## config.mk

```make
export PLATFORM = sky130hd
export DESIGN_NAME = instr_fetch_unit
export DESIGN_NICKNAME = d
export VERILOG_FILES = /design/src/rtl/instr_fetch_unit_pkg.sv /design/src/rtl/instr_fetch_unit_skid_buf.sv /design/src/rtl/instr_fetch_unit.sv
export SDC_FILE = /design/constraint.sdc
export NUM_CORES = 1
export LEC_CHECK = 0
export BUFFER_PORTS_ARGS = -buffer_cell sky130_fd_sc_hd__buf_2
export CORE_ASPECT_RATIO = 0.8
export CORE_UTILIZATION = 47
export DETAILED_ROUTE_END_ITERATION = 8
export GPL_TIMING_DRIVEN = 0
export PLACE_DENSITY_LB_ADDON = 0.12
export SYNTH_ARGS = -nofsm -noshare
export SYNTH_HDL_FRONTEND = slang
export SYNTH_HIERARCHICAL = 1
export SYNTH_SLANG_ARGS = --single-unit
```

## constraint.sdc

```tcl
create_clock -name clk -period 2.4 [get_ports clk]
set_clock_uncertainty 0.15 [all_clocks]
set_input_delay 0.12 -clock clk [delete_from_list [all_inputs] [get_ports clk]]
set_output_delay 0.12 -clock clk [all_outputs]
set_load 0.01 [all_outputs]
```

## src/rtl/instr_fetch_unit_pkg.sv

```systemverilog
// Shared definitions for the instruction fetch unit: default widths,
// FSM state encoding and the NOP word the memory returns off the end of
// the program.
package instr_fetch_unit_pkg;

  localparam int IFU_ADDR_W = 8;
  localparam int IFU_DATA_W = 32;

  localparam logic [31:0] IFU_NOP = 32'h0000_0000;

  typedef enum logic {
    ST_FETCH = 1'b0,
    ST_HALT  = 1'b1
  } ifu_state_e;

endpackage

```

## src/rtl/instr_fetch_unit_skid_buf.sv

```systemverilog
// ifetch_skid_buf: two-entry in-order FIFO between instruction capture and
// the decode-facing outputs. Entry 0 is always the head, so the outputs come
// straight from storage registers. A flush empties both entries at once.
// Only used when IFETCH_SKID_EN is defined.
module ifetch_skid_buf
  import instr_fetch_unit_pkg::*;
#(
  parameter int ADDR_W = IFU_ADDR_W,
  parameter int DATA_W = IFU_DATA_W
) (
  input  logic              clk,
  input  logic              rst,
  input  logic              flush,
  input  logic              push,
  input  logic [DATA_W-1:0] push_data,
  input  logic [ADDR_W-1:0] push_pc,
  input  logic              pop,
  output logic              full,
  output logic [DATA_W-1:0] out_data,
  output logic [ADDR_W-1:0] out_pc,
  output logic              out_valid
);

  localparam logic [DATA_W-1:0] NOP_C = DATA_W'(IFU_NOP);

  logic [DATA_W-1:0] data0_r;
  logic [DATA_W-1:0] data1_r;
  logic [ADDR_W-1:0] pc0_r;
  logic [ADDR_W-1:0] pc1_r;
  logic [1:0]        count_r;
  logic              pop_s;
  logic              push_s;

  // Qualify pop/push against occupancy so the count can never under/overflow.
  always_comb begin
    pop_s  = pop && (count_r != 2'd0);
    push_s = push && ((count_r != 2'd2) || pop_s);
  end

  // Storage and occupancy; entry 1 shifts down into entry 0 on a pop.
  always_ff @(posedge clk or posedge rst) begin
    if (rst) begin
      data0_r <= NOP_C;
      data1_r <= NOP_C;
      pc0_r   <= {ADDR_W{1'b0}};
      pc1_r   <= {ADDR_W{1'b0}};
      count_r <= 2'd0;
    end else if (flush) begin
      count_r <= 2'd0;
    end else begin
      case ({push_s, pop_s})
        2'b10: begin
          if (count_r == 2'd0) begin
            data0_r <= push_data;
            pc0_r   <= push_pc;
          end else begin
            data1_r <= push_data;
            pc1_r   <= push_pc;
          end
          count_r <= count_r + 2'd1;
        end
        2'b01: begin
          data0_r <= data1_r;
          pc0_r   <= pc1_r;
          count_r <= count_r - 2'd1;
        end
        2'b11: begin
          if (count_r == 2'd1) begin
            data0_r <= push_data;
            pc0_r   <= push_pc;
          end else begin
            data0_r <= data1_r;
            pc0_r   <= pc1_r;
            data1_r <= push_data;
            pc1_r   <= push_pc;
          end
        end
        default: begin
          count_r <= count_r;
        end
      endcase
    end
  end

  assign full      = (count_r == 2'd2);
  assign out_valid = (count_r != 2'd0);
  assign out_data  = data0_r;
  assign out_pc    = pc0_r;

endmodule

```

## src/rtl/instr_fetch_unit.sv

```systemverilog
// instr_fetch_unit: owns the PC, addresses the combinational instruction
// memory, registers each fetched word and hands it to decode over a
// valid/ready handshake. Supports redirect with flush, backpressure stall
// and a HALT state entered after LAST_PC is issued.
// Build option IFETCH_SKID_EN: inserts a 2-entry skid buffer so fetch runs
// one extra cycle after instr_ready drops instead of stalling at once.
module instr_fetch_unit
  import instr_fetch_unit_pkg::*;
#(
  parameter int ADDR_W   = IFU_ADDR_W,
  parameter int DATA_W   = IFU_DATA_W,
  parameter int RESET_PC = 0,
  parameter int LAST_PC  = 6
) (
  input  logic              clk,
  input  logic              rst,
  output logic [ADDR_W-1:0] imem_addr,
  input  logic [DATA_W-1:0] imem_rdata,
  output logic [DATA_W-1:0] instr,
  output logic [ADDR_W-1:0] instr_pc,
  output logic              instr_valid,
  input  logic              instr_ready,
  input  logic              redirect,
  input  logic [ADDR_W-1:0] redirect_pc,
  output logic              halted
);

  localparam logic [ADDR_W-1:0] RESET_PC_C = ADDR_W'(RESET_PC);
  localparam logic [ADDR_W-1:0] LAST_PC_C  = ADDR_W'(LAST_PC);

  ifu_state_e        state_r;
  logic [ADDR_W-1:0] pc_r;
  logic              halted_r;
  logic              slot_free_s;
  logic              capture_s;

  assign imem_addr = pc_r;
  assign halted    = halted_r;

  // A word is captured only while fetching into a free slot and no redirect is pending.
  always_comb begin
    capture_s = 1'b0;
    if ((state_r == ST_FETCH) && slot_free_s && !redirect) begin
      capture_s = 1'b1;
    end else begin
      capture_s = 1'b0;
    end
  end

  // PC / state machine: redirect beats everything, then fetch advances or halts.
  always_ff @(posedge clk or posedge rst) begin
    if (rst) begin
      state_r  <= ST_FETCH;
      pc_r     <= RESET_PC_C;
      halted_r <= 1'b0;
    end else if (redirect) begin
      state_r  <= ST_FETCH;
      pc_r     <= redirect_pc;
      halted_r <= 1'b0;
    end else begin
      case (state_r)
        ST_FETCH: begin
          if (capture_s) begin
            if (pc_r == LAST_PC_C) begin
              state_r  <= ST_HALT;
              halted_r <= 1'b1;
            end else begin
              pc_r <= pc_r + ADDR_W'(1);
            end
          end
        end
        ST_HALT: begin
          state_r <= ST_HALT;
        end
        default: begin
          state_r <= ST_FETCH;
        end
      endcase
    end
  end

`ifdef IFETCH_SKID_EN
  logic buf_full_s;

  assign slot_free_s = !buf_full_s;

  ifetch_skid_buf #(
    .ADDR_W (ADDR_W),
    .DATA_W (DATA_W)
  ) u_skid (
    .clk       (clk),
    .rst       (rst),
    .flush     (redirect),
    .push      (capture_s),
    .push_data (imem_rdata),
    .push_pc   (pc_r),
    .pop       (instr_ready),
    .full      (buf_full_s),
    .out_data  (instr),
    .out_pc    (instr_pc),
    .out_valid (instr_valid)
  );
`else
  localparam logic [DATA_W-1:0] NOP_C = DATA_W'(IFU_NOP);

  logic [DATA_W-1:0] instr_r;
  logic [ADDR_W-1:0] instr_pc_r;
  logic              valid_r;
  logic              xfer_s;

  // The single output slot frees up when empty or being handed to decode.
  always_comb begin
    xfer_s      = valid_r && instr_ready;
    slot_free_s = !valid_r || xfer_s;
  end

  // Output register: flush on redirect, load on capture, clear after last transfer.
  always_ff @(posedge clk or posedge rst) begin
    if (rst) begin
      instr_r    <= NOP_C;
      instr_pc_r <= {ADDR_W{1'b0}};
      valid_r    <= 1'b0;
    end else if (redirect) begin
      valid_r <= 1'b0;
    end else if (capture_s) begin
      instr_r    <= imem_rdata;
      instr_pc_r <= pc_r;
      valid_r    <= 1'b1;
    end else if (xfer_s) begin
      valid_r <= 1'b0;
    end
  end

  assign instr       = instr_r;
  assign instr_pc    = instr_pc_r;
  assign instr_valid = valid_r;
`endif

endmodule

```

==> results.sh <==
export IMPL_cp_start_kind="flop"
export IMPL_end_kind="flop"
export IMPL_synth_edf_count=0
export IMPL_initialDrtViolationCount=70
export IMPL_cts_root_buffer="clkbuf_8"
export IMPL_viasPerCell=4.682
export IMPL_stdcell_count=359
export IMPL_place_area_sq_um=2680
export IMPL_final_cell_mix="buf_2, dfrtp_1, dlygate4sd3_1"
export IMPL_nFillCells=308
export IMPL_final_layout_size_suffix_gt1_share_pct=49.34
export IMPL_postLayoutCellArea_sq_um=3213
export IMPL_worst_pin_slew_ns=0.4636
export IMPL_gp_congestion=0.8080
export IMPL_synth_area_top_cells="dfrtp_1, mux2_2, xnor2_1"
export IMPL_ir_drop_v=0.0004660
export IMPL_synth_fp_nets=204
export IMPL_die_area_sq_um=4792
export IMPL_cts_sinks=51
export IMPL_max_freq_ghz=0.4794
export IMPL_hpwl_mm=3.102
export IMPL_fin_crit_sh_pct=86.92
export IMPL_portBuffers=93
export IMPL_cts_path_max_buffers=2
export IMPL_worstPathArrival_ns=2.12
export IMPL_track_usage_pct=21.95
export IMPL_fp_coreArea_sq_um=4257
export IMPL_start_util_pct=49.88
export IMPL_cts_buffers_inserted=5
export IMPL_finalSetupViolCount=0
export IMPL_drc=0
export IMPL_postCtsHoldBufs=42
export IMPL_htreeDepth=2
export IMPL_slew_violations=0
export IMPL_cts_tree="built"
export IMPL_antenna_found_initial=0
export IMPL_grt_pass1_wl_mm=8.114
export IMPL_finalSetupTns_ns=0
export IMPL_yosys_warnings=6
export IMPL_die_y_um=62.12
export IMPL_multiInputGateArea_sq_um=792.0
export IMPL_rsz0062_at_grt="false"
export IMPL_overflow=0
export IMPL_yosysTopAreaCell="dfrtp_1"
export IMPL_pin_count=94
export IMPL_seq_area_sq_um=1276
export IMPL_hp_class="input port to flop"
export IMPL_avgSynthCellArea_sq_um=13.44
export IMPL_synthCells=158
export IMPL_synthDistinctLibCells=28
export IMPL_async_reset_ff_share_pct=100.0
export IMPL_area_growth_pct=51.33
export IMPL_status="finished clean"
export IMPL_fin_util_pct=75.49
export IMPL_crit_fanout=10
export IMPL_grt_max_degree=31
export IMPL_synth_seq_area_share_pct=60.11
export IMPL_critPathKind="flop to flop"
export IMPL_insertion_delay_ns=0.29
export IMPL_ctsResizeCount=0
export IMPL_grt_pass1_vias=1736
export IMPL_max_slew_margin_pct=68.91
export IMPL_place_inst=309
export IMPL_nNetsFinal=347
export IMPL_crit_required_ns=2.44
export IMPL_synth_ff_type="dfrtp_1"
export IMPL_finalHoldViolations=0
export IMPL_vias=1681
export IMPL_cap_violations=0
export IMPL_final_common_cell="buf_2"
export IMPL_antenna_cells=0
export IMPL_p_leak_nw=1.524
export IMPL_rows=21
export IMPL_ys_ff_latch=51
export IMPL_post_cts_buffers=0
export IMPL_synth_area_sq_um=2123
export IMPL_clk_pin_slew_ns=0.09
export IMPL_ant_nets=0
export IMPL_drt_wirelength_per_cell_um=13.32
export IMPL_firstDrtPassIters=4
export IMPL_yosys_area_top_type_share_pct=60.11
export IMPL_power_density_nw_per_um2=666.4
export IMPL_drt_total_wl_mm=4.782
export IMPL_fp_dieW_um=77.15
export IMPL_period_needed_ns=2.086
-- where the power goes --
part	internal (W)	total (W)	switching (W)
registers	0.000978	0.00106	0.0000775
logic	0.000277	0.000507	0.000230
clock network	0.000310	0.000579	0.000268
total	0.00157	0.00214	0.000575
-- layout make-up --
type | count | share of cell area (%)
tap | 57 | 2.220
timing repair buffer | 136 | 28.19
inverter | 5 | 0.5841
clock inverter | 3 | 1.363
buffer | 8 | 1.129
clock buffer | 5 | 2.142
multi-input combinational | 94 | 24.65
sequential | 51 | 39.72
-- metal layers --
layer	wire length (um)	GRT usage [%]	vias to the layer above
met3	283	5.588	4
met5	0	0	-
met1	2137	26.82	782
met4	57	8.019	0
li1	-	-	831
met2	2304	37.50	64
-- per-stage QoR --
step	total power, W	setup WS [ns]	hold slack, ns
after CTS	0.002165	0.3293	0.1624
final	0.002141	0.3140	0.1771
after global placement	0.001509	0.2592	0.1749
after global routing	0.002258	0.1744	0.2164
after floorplan	0.001321	0.6105	0.08684
after detailed placement	0.001526	0.3340	0.02288
-- synthesized netlist by cell type (2+ instances only) --
cell type and number:
nor3b_1 3, ha_1 2, nand3_1 2, nor2_1 4, mux2_2 38, clkbuf_1 2, nand2b_1 3, mux2_1 2
xnor2_1 5, buf_2 4, nor3_2 2, nor4_1 2, nor4b_1 2, o21ai_0 7, dfrtp_1 51, inv_1 5
nor3_1 2, a21oi_1 3, nand2_1 10
-- critical path, cell delays in order, from the launching register on --
cell,delay (ns)
dfrtp_1,0.38
nor2b_1,0.13
clkbuf_1,0.20
nor3_2,0.40
buf_2,0.35
mux2_2,0.38
-- flip-flops by register name, summed over array words and instances, names as in the netlist --
| name | count |
|---|---|
| instr | 32 |
| imem_addr | 8 |
| instr_pc | 8 |
| halted | 1 |
| instr_valid | 1 |
| state_r | 1 |
-- path summary, 6_finish.rpt --
check	cells after the start	slack (ns)	endpoint	from
max in group asynchronous	4	1.34	instr[18]	rst
setup reg to reg	5	0.31	instr[13]	instr_valid
hold reg to reg	1	0.34	instr[20]	instr[20]
min in group asynchronous	3	0.26	instr[0]	rst
hold / removal	5	0.18	instr_valid	instr_ready
setup / recovery	5	0.31	instr[13]	instr_valid
-- kinds of logic after synthesis --
family / after synthesis / synth area share [%]
adder cells (fa/ha/maj): 2 / 1.178
multiplexers: 40 / 21.21
AND/OR/NAND/NOR: 32 / 8.663
AO/OA/AOI/OAI: 15 / 4.184
XOR/XNOR: 5 / 2.062
flip-flops: 51 / 60.11
buffers and inverters: 13 / 2.593
Note: power is estimated with default switching activity, not from simulation.
